$ cat src/rtl/attention_e_buf_rsp.sv
// TxT exp-score buffer with a fixed-latency read responder.
// Per-entry written flags drive the fill count and the read-error path.
module attention_e_buf_rsp #(
   parameter  int T            = 8,
   parameter  int DATA_W       = 32,
   parameter  int RD_LAT       = 1,
   parameter  int CONFLICT_POL = 1,
   localparam int T_W          = $clog2(T),
   localparam int CNT_W        = $clog2(T*T+1)
) (
   input  logic              clk,
   input  logic              rst_n,
   input  logic              clr,
   input  logic              wr_en,
   input  logic [T_W-1:0]    wr_tq,
   input  logic [T_W-1:0]    wr_tk,
   input  logic [DATA_W-1:0] wr_data,
   input  logic              e_re,
   input  logic [T_W-1:0]    e_tq,
   input  logic [T_W-1:0]    e_tk,
   output logic [DATA_W-1:0] e_rdata,
   output logic              e_rvalid,
   output logic              e_rerr,
   output logic [CNT_W-1:0]  wr_cnt,
   output logic              full
);

   localparam int N  = T * T;
   localparam int AW = $clog2(N);
   localparam logic [T_W:0]    W_T = (T_W+1)'(T);
   localparam logic [AW-1:0]   A_T = AW'(T);
   localparam logic [CNT_W-1:0] C_N = CNT_W'(N);

   function automatic logic [AW-1:0] f_addr(
      input logic [T_W-1:0] q,
      input logic [T_W-1:0] k
   );
      return AW'(q) * A_T + AW'(k);
   endfunction

   logic [DATA_W-1:0] r_mem [N];
   logic [N-1:0]      r_flag;
   logic [CNT_W-1:0]  r_cnt;

   logic [RD_LAT-1:0] r_pv;
   logic [RD_LAT-1:0] r_pe;
   logic [DATA_W-1:0] r_pd [RD_LAT];

   logic              w_wr_ok;
   logic              w_rd_ok;
   logic [AW-1:0]     w_wr_a;
   logic [AW-1:0]     w_rd_a;
   logic              w_wr_go;
   logic              w_hit;
   logic              w_old_f;
   logic [DATA_W-1:0] w_old_d;
   logic              w_smp_f;
   logic [DATA_W-1:0] w_smp_d;

   // Non-power-of-two T leaves unused index codes; those are rejected.
   assign w_wr_ok = ({1'b0, wr_tq} < W_T) && ({1'b0, wr_tk} < W_T);
   assign w_rd_ok = ({1'b0, e_tq} < W_T) && ({1'b0, e_tk} < W_T);
   assign w_wr_a  = f_addr(wr_tq, wr_tk);
   assign w_rd_a  = f_addr(e_tq, e_tk);
   assign w_wr_go = wr_en & w_wr_ok;
   assign w_hit   = w_wr_go & e_re & w_rd_ok & (w_wr_a == w_rd_a);

   always_comb begin
      w_old_f = 1'b0;
      w_old_d = '0;
      if (w_rd_ok) begin
         w_old_f = r_flag[w_rd_a];
         w_old_d = r_mem[w_rd_a];
      end
   end

   // Never-written entries always return zero data.
   always_comb begin
      w_smp_f = w_old_f;
      w_smp_d = w_old_d;
      if ((CONFLICT_POL != 0) && w_hit) begin
         w_smp_f = 1'b1;
         w_smp_d = wr_data;
      end
      if (!w_smp_f) begin
         w_smp_d = '0;
      end
   end

   always_ff @(posedge clk) begin
      if (w_wr_go) begin
         r_mem[w_wr_a] <= wr_data;
      end
   end

   // A write in the clear cycle lands after the clear.
   always_ff @(posedge clk) begin
      if (!rst_n) begin
         r_flag <= '0;
         r_cnt  <= '0;
      end else begin
         if (clr) begin
            r_flag <= '0;
            r_cnt  <= '0;
         end
         if (w_wr_go) begin
            r_flag[w_wr_a] <= 1'b1;
            if (clr) begin
               r_cnt <= CNT_W'(1);
            end else if (!r_flag[w_wr_a]) begin
               r_cnt <= r_cnt + CNT_W'(1);
            end
         end
      end
   end

   // Data stages only advance behind a valid so the tail holds its value.
   always_ff @(posedge clk) begin
      if (!rst_n) begin
         r_pv <= '0;
         r_pe <= '0;
         for (int i = 0; i < RD_LAT; i++) begin
            r_pd[i] <= '0;
         end
      end else begin
         r_pv[0] <= e_re;
         r_pe[0] <= e_re & ~w_smp_f;
         if (e_re) begin
            r_pd[0] <= w_smp_d;
         end
         for (int i = 1; i < RD_LAT; i++) begin
            r_pv[i] <= r_pv[i-1];
            r_pe[i] <= r_pe[i-1];
            if (r_pv[i-1]) begin
               r_pd[i] <= r_pd[i-1];
            end
         end
      end
   end

   assign e_rvalid = r_pv[RD_LAT-1];
   assign e_rerr   = r_pe[RD_LAT-1];
   assign e_rdata  = r_pd[RD_LAT-1];
   assign wr_cnt   = r_cnt;
   assign full     = (r_cnt == C_N);

endmodule
$ cat config.mk
export PLATFORM = sky130hd
export DESIGN_NAME = attention_e_buf_rsp
export DESIGN_NICKNAME = d
export VERILOG_FILES = /design/src/rtl/attention_e_buf_rsp.sv
export SDC_FILE = /design/constraint.sdc
export NUM_CORES = 2
export LEC_CHECK = 0
export BUFFER_PORTS_ARGS = -buffer_cell sky130_fd_sc_hd__buf_2
export CORE_AREA = 2 2 580 294
export CTS_BUF_LIST = sky130_fd_sc_hd__clkbuf_2 sky130_fd_sc_hd__clkbuf_4 sky130_fd_sc_hd__clkbuf_8
export DETAILED_ROUTE_END_ITERATION = 8
export DIE_AREA = 0 0 582 296
export PLACE_DENSITY = 0.69
export SETUP_SLACK_MARGIN = 0.5
export SYNTH_ARGS = -nofsm -noshare
export SYNTH_HDL_FRONTEND = slang
export SYNTH_SLANG_ARGS = --single-unit
$ cat constraint.sdc
create_clock -name clk -period 10 [get_ports clk]
set_clock_uncertainty 0.15 [all_clocks]
set_input_delay 3 -clock clk [delete_from_list [all_inputs] [get_ports clk]]
set_output_delay 3 -clock clk [all_outputs]
set_load 0.01 [all_outputs]
# Word-level counts from Yosys, hierarchy flattened
# Memory sizes are Yosys's and may differ from the RTL's.
# Index checks and enable logic that the tools add are counted.
[op_classes]
mux = 24
reduce_logical = 2
n_addsub = 3
bitwise = 5
n_eq_ne = 2
magnitude_cmp = 3
[op_table]
columns = ["cell", "count"]
rows = [
  ["$mux W64", 3],
  ["$mux W32", 3],
  ["$or A64 B64 Y64", 1],
  ["$reduce_or A32 Y1", 1],
  ["$mux W7", 4],
  ["$lt A6 B7 Y1 const B", 2],
  ["$add A6 B3 Y6", 2],
  ["$bmux W1 S6", 2],
  ["$mux W1", 11],
  ["$add A7 B1 Y7 const B", 1],
  ["$eq A7 B7 Y1 const B", 1],
  ["$demux W1 S6", 1],
  ["$eq A6 B6 Y1", 1],
  ["$ge A6 B1 Y1 const B", 1],
  ["$and A1 B1 Y1", 3],
  ["$logic_and A1 B1 Y1", 1],
  ["$not A1 Y1", 1],
]
[totals]
out_inout_bits = 42
input_bits = 49
ramBits = 2080
word_cells = 45
register_bits = 73
memories = 2
[memory_table]
columns = ["memory", "words", "width", "read_ports", "rd_clocked_by_memory_dff", "wr", "line_no", "source"]
rows = [
  ["r_mem", 64, 32, 1, 0, 1, "41", "logic [DATA_W-1:0] r_mem [N];"],
  ["r_pd", 1, 32, 1, 0, 1, "47", "logic [DATA_W-1:0] r_pd [RD_LAT];"],
]

# Longest topological paths before layout
[logic_depth]
word_depth = 7
mapped_depth = 13
ltp_nobuf = 6

# Worst setup path after synthesis
# No wires, ideal clock.
[synth_timing]
kind = "input -> register"
startpoint = "input wr_tk[1]"
endpoint = "memory r_mem[27][0], enable pin"
t_arrival_ns = 5.434
cell_stages = 6
slack_ns = 3.995
path_buffers = 3
path_cell_list = "buf_2 > clkbuf_1 > nor2b_1 > nand3_1 > clkbuf_1 > nor2_1"
[synth_between]
elab_chain_len = 1
[synth_lines]
columns = ["element", "line_no", "source"]
rows = [
  ["start, declared", "16", "input logic [T_W-1:0] wr_tk,"],
  ["$add A6 B3 Y6", "38", "return AW'(q) * A_T + AW'(k);"],
  ["end, declared", "41", ""],
]
# No other way between the ends.

# Final worst setup path
[layout_timing]
startpoint = "input e_tk[0]"
endpoint = "memory r_pd[0][4] (data pin)"
[layout_between]
elab_chain_len = 6
elab_cells_between_ends = 10
classes_between = "add/sub (1); eq/ne (1); mux (6); bitwise (1); memory (1)"
[layout_lines]
columns = ["element", "line_no", "source"]
rows = [
  ["start, declared", "20", "input logic [T_W-1:0] e_tk,"],
  ["$add A6 B3 Y6 (*)", "38", ""],
  ["$bmux W1 S6 / $eq A6 B6 Y1 (equally long branches)", "72, 66", ""],
  ["$mux W1 (implied by the code) / $and A1 B1 Y1 (equally long branches)", "72, 66", ""],
  ["$mux W1 / $mux W32 (equally long branches)", "81", "if ((CONFLICT_POL != 0) && w_hit) begin"],
  ["$mux W32 (*)", "85", "if (!w_smp_f) begin"],
  ["$mux W32 (no source line) (*)", "--", ""],
  ["end, declared", "47", ""],
]
# Every way passes the cells marked *; elsewhere a longest branch is shown, timed or not. The select of a mux whose other input is x is not followed.

==> metrics.md <==
| Metric | Value |
|---|---|
| Status | `complete, no violations` |
| CP Cell Sequence | `buf_8, buf_12, buf_12, mux4_2, nor2b_1, a2111oi_0, a311oi_1, nand4_1, a21oi_1` |
| Critical-path top delay cell | `a2111oi_0` |
| Critical Path End Type | `register` |
| Total power | `17.5 mW` |
| GR Util All Layers | `27.6%` |
| Buffers on Ports | `90` |
| Pwr/cell area | `190 nW/um^2` |
| Synth area leader | `edfxtp_1` |
| Share of the synthesized area in the top cell type | `75.2%` |
| Setup CP Type | `primary input to register` |
| H-Tree Depth | `5` |
| Number of synthesized flops with an enable pin | `2080` |
| Pin count of the biggest net entering global routing | `127` |
| Drt wl/cell | `35.9 um` |
| RSZ-0062 raised after global routing | `false` |
| Max Clock Freq | `0.158 GHz` |
| Iter 0 DRT Violations | `7854` |
| Post-synth cell types | `61` |
| Critical Path AT | `6.80 ns` |
| Clock transition at the registers of the reported paths | `0.06 ns` |
| Width of the die | `582 um` |
| Synth Register Bits | `2153` |
| FF-to-FF path depth | `5` |
| WP data required | `10.46 ns` |
| Synth top area cells | `edfxtp_1 (75%), mux4_2 (13%), dfxtp_1 (1.8%), mux2i_1 (1.7%), a22oi_1 (0.99%)` |
| CP max FO | `111` |
| Leak | `28.9 nW` |
| Hold Fails Final Rpt | `0` |
| Fin crit share | `63.5%` |
| First-pass GRT wire length | `330 mm` |
| Final Critical Period | `6.35 ns` |
| Initial Utilization | `49.4%` |
| Setup repair bufs after CTS | `0` |
| DR vias | `44.4k` |
| Die area | `172000 sq um` |
| Synth warn | `0` |
| RePlAce Congestion | `0.821` |
| Hold Path Stages | `2` |
| Layout cells sized above 1 | `28.6%` |
| Synth Instances | `3917` |
| Clock Latency Late Sink | `0.92 ns` |
| Worst hold path class | `register to register` |
| CTS buffer count | `292` |
| Met2 usage | `36.1%` |
| DR pass1 iterations | `7` |
| Post_cts resized | `0` |
| Clk buf depth | `4` |
| Routing usage on met1 | `43.0%` |
| Slew headroom | `1.99%` |
| Setup crit start kind | `primary input` |
| Most frequent cells in the layout | `edfxtp_1 (2080), mux4_2 (491), clkbuf_8 (308)` |
| TritonCTS Sinks | `2153` |
| Placed insts | `6136` |
| Max IR drop VDD | `110 uV` |
| Post-synth ARST share | `0%` |
| Slew Limit Fails | `0` |
| Die height | `296 um` |
| Total negative slack | `0 ns` |
| Root buffer cell | `clkbuf_8` |
| Commonest non-fill, non-tap cell in the layout | `edfxtp_1` |
| Hold buffer count at CTS | `0` |
| Layout area overhead | `11.1%` |
| Via-to-Cell Ratio | `6.68` |
| Register area share after synthesis | `77.0%` |
| Busiest grt layer | `met1` |
| Row count | `107` |
| HPWL Detailed | `128 mm` |
| Worst hold slack | `0.320 ns` |
| Synthesized area per cell | `21.2 sq um` |
| Core area | `168000 sq um` |
| Antenna violations before repair | `8` |
| Mapped cell area | `83000 sq um` |
| Antenna-violating nets left | `0` |
| Synthesized net count | `3968` |
| # DRC | `0` |
| Maxcap violations | `0` |
| Most frequent CP cell | `buf_12` |
| Setup-failing EPs final | `0` |
| Final wirelength | `238 mm` |
| Routing usage on met3 | `11.5%` |
| Worst-Margin Slew | `1.47 ns` |
| CP max stage delay | `1.03 ns` |
| Vias in the first global route | `42.1k` |
| Fin nets | `4248` |
| Fin cells | `6644` |
| I/O pin count | `91` |
| CTS tree | `yes` |
| Gr ovfl total | `0` |
| Ys flop type | `edfxtp_1` |
| Util after Layout | `54.9%` |
[metal layers]
| layer | vias to the layer above | routed length, um |
|---|---|---|
| li1 | 17000 | - |
| met1 | 23200 | 97100 |
| met2 | 3774 | 95900 |
| met3 | 355 | 40700 |
| met4 | 10 | 4340 |
| met5 | - | 317 |
[stage by stage]
step | worst slack [ns] | area [sq um]
after global routing | 3.44 | 92200
after global placement | 2.66 | 86600
final | 3.65 | 92200
after CTS | 3.61 | 92200
after floorplan | 3.99 | 83000
after detailed placement | 2.64 | 86600
[logic make-up (layout without fill, tap and decap cells)]
kind of cell,count (synthesis),in the layout,share of synthesized area [%]
flip-flops,2153,2153,77.0
multiplexers,665,665,15.5
AND/OR/NAND/NOR,430,430,2.39
AO/OA/AOI/OAI,419,419,3.43
buffers and inverters,242,732,1.56
XOR/XNOR,6,6,0.0633
adder cells (fa/ha/maj),2,2,0.0301
other,0,3,0
[worst max-delay path, delay by kind of cell]
family                 cells  cell delay [ns]
buffers and inverters      3             1.55
AO/OA/AOI/OAI              3             1.21
multiplexers               1             0.58
AND/OR/NAND/NOR            2             0.31
[area by class of cell]
cell class              instances  area (sq um)
clock inverters               102           596
fillers                     12500         75800
flip-flops and latches       2153         63900
clock buffers                 402          4940
well taps                    2234          2800
repair buffers                221          1590
inverters                       7          26.3
multi-input cells            1522         18300
diodes                          3          7.51
[power breakdown]
group / switching [mW] / total [mW] / internal [mW]
clock network: 3.28 / 6.63 / 3.35
logic: 0.592 / 0.896 / 0.304
registers: 0.0234 / 9.97 / 9.95
total: 3.89 / 17.5 / 13.6
[cell usage after synthesis, types with 20 or more instances]
cell / count
edfxtp_1: 2080
mux4_2: 491
nand2_1: 174
mux2i_1: 145
clkbuf_1: 132
a22oi_1: 109
nor2_1: 103
dfxtp_1: 73
o21ai_0: 68
o22ai_1: 67
a211oi_1: 54
a21oi_1: 40
buf_4: 34
nand3_1: 31
buf_2: 27
mux2_2: 26
buf_6: 24
nor2b_1: 21
nor3_1: 20
[path summary, 6_finish.rpt]
kind | from | end | slack (ns)
worst max register to register | r_mem[23][28] | r_pd[0][28] | 7.02
worst min-delay path | r_flag[17] | r_flag[17] | 0.32
worst min register to register | r_flag[17] | r_flag[17] | 0.32
worst max-delay path | e_tk[0] | r_pd[0][4] | 3.65
[flip-flops by register name, summed over array words and instances (netlist names)]
name	flops
r_flag	64
r_mem	2048
e_rerr	1
r_pd	32
e_rvalid	1
wr_cnt	7
(Power assumes the default switching activity.)
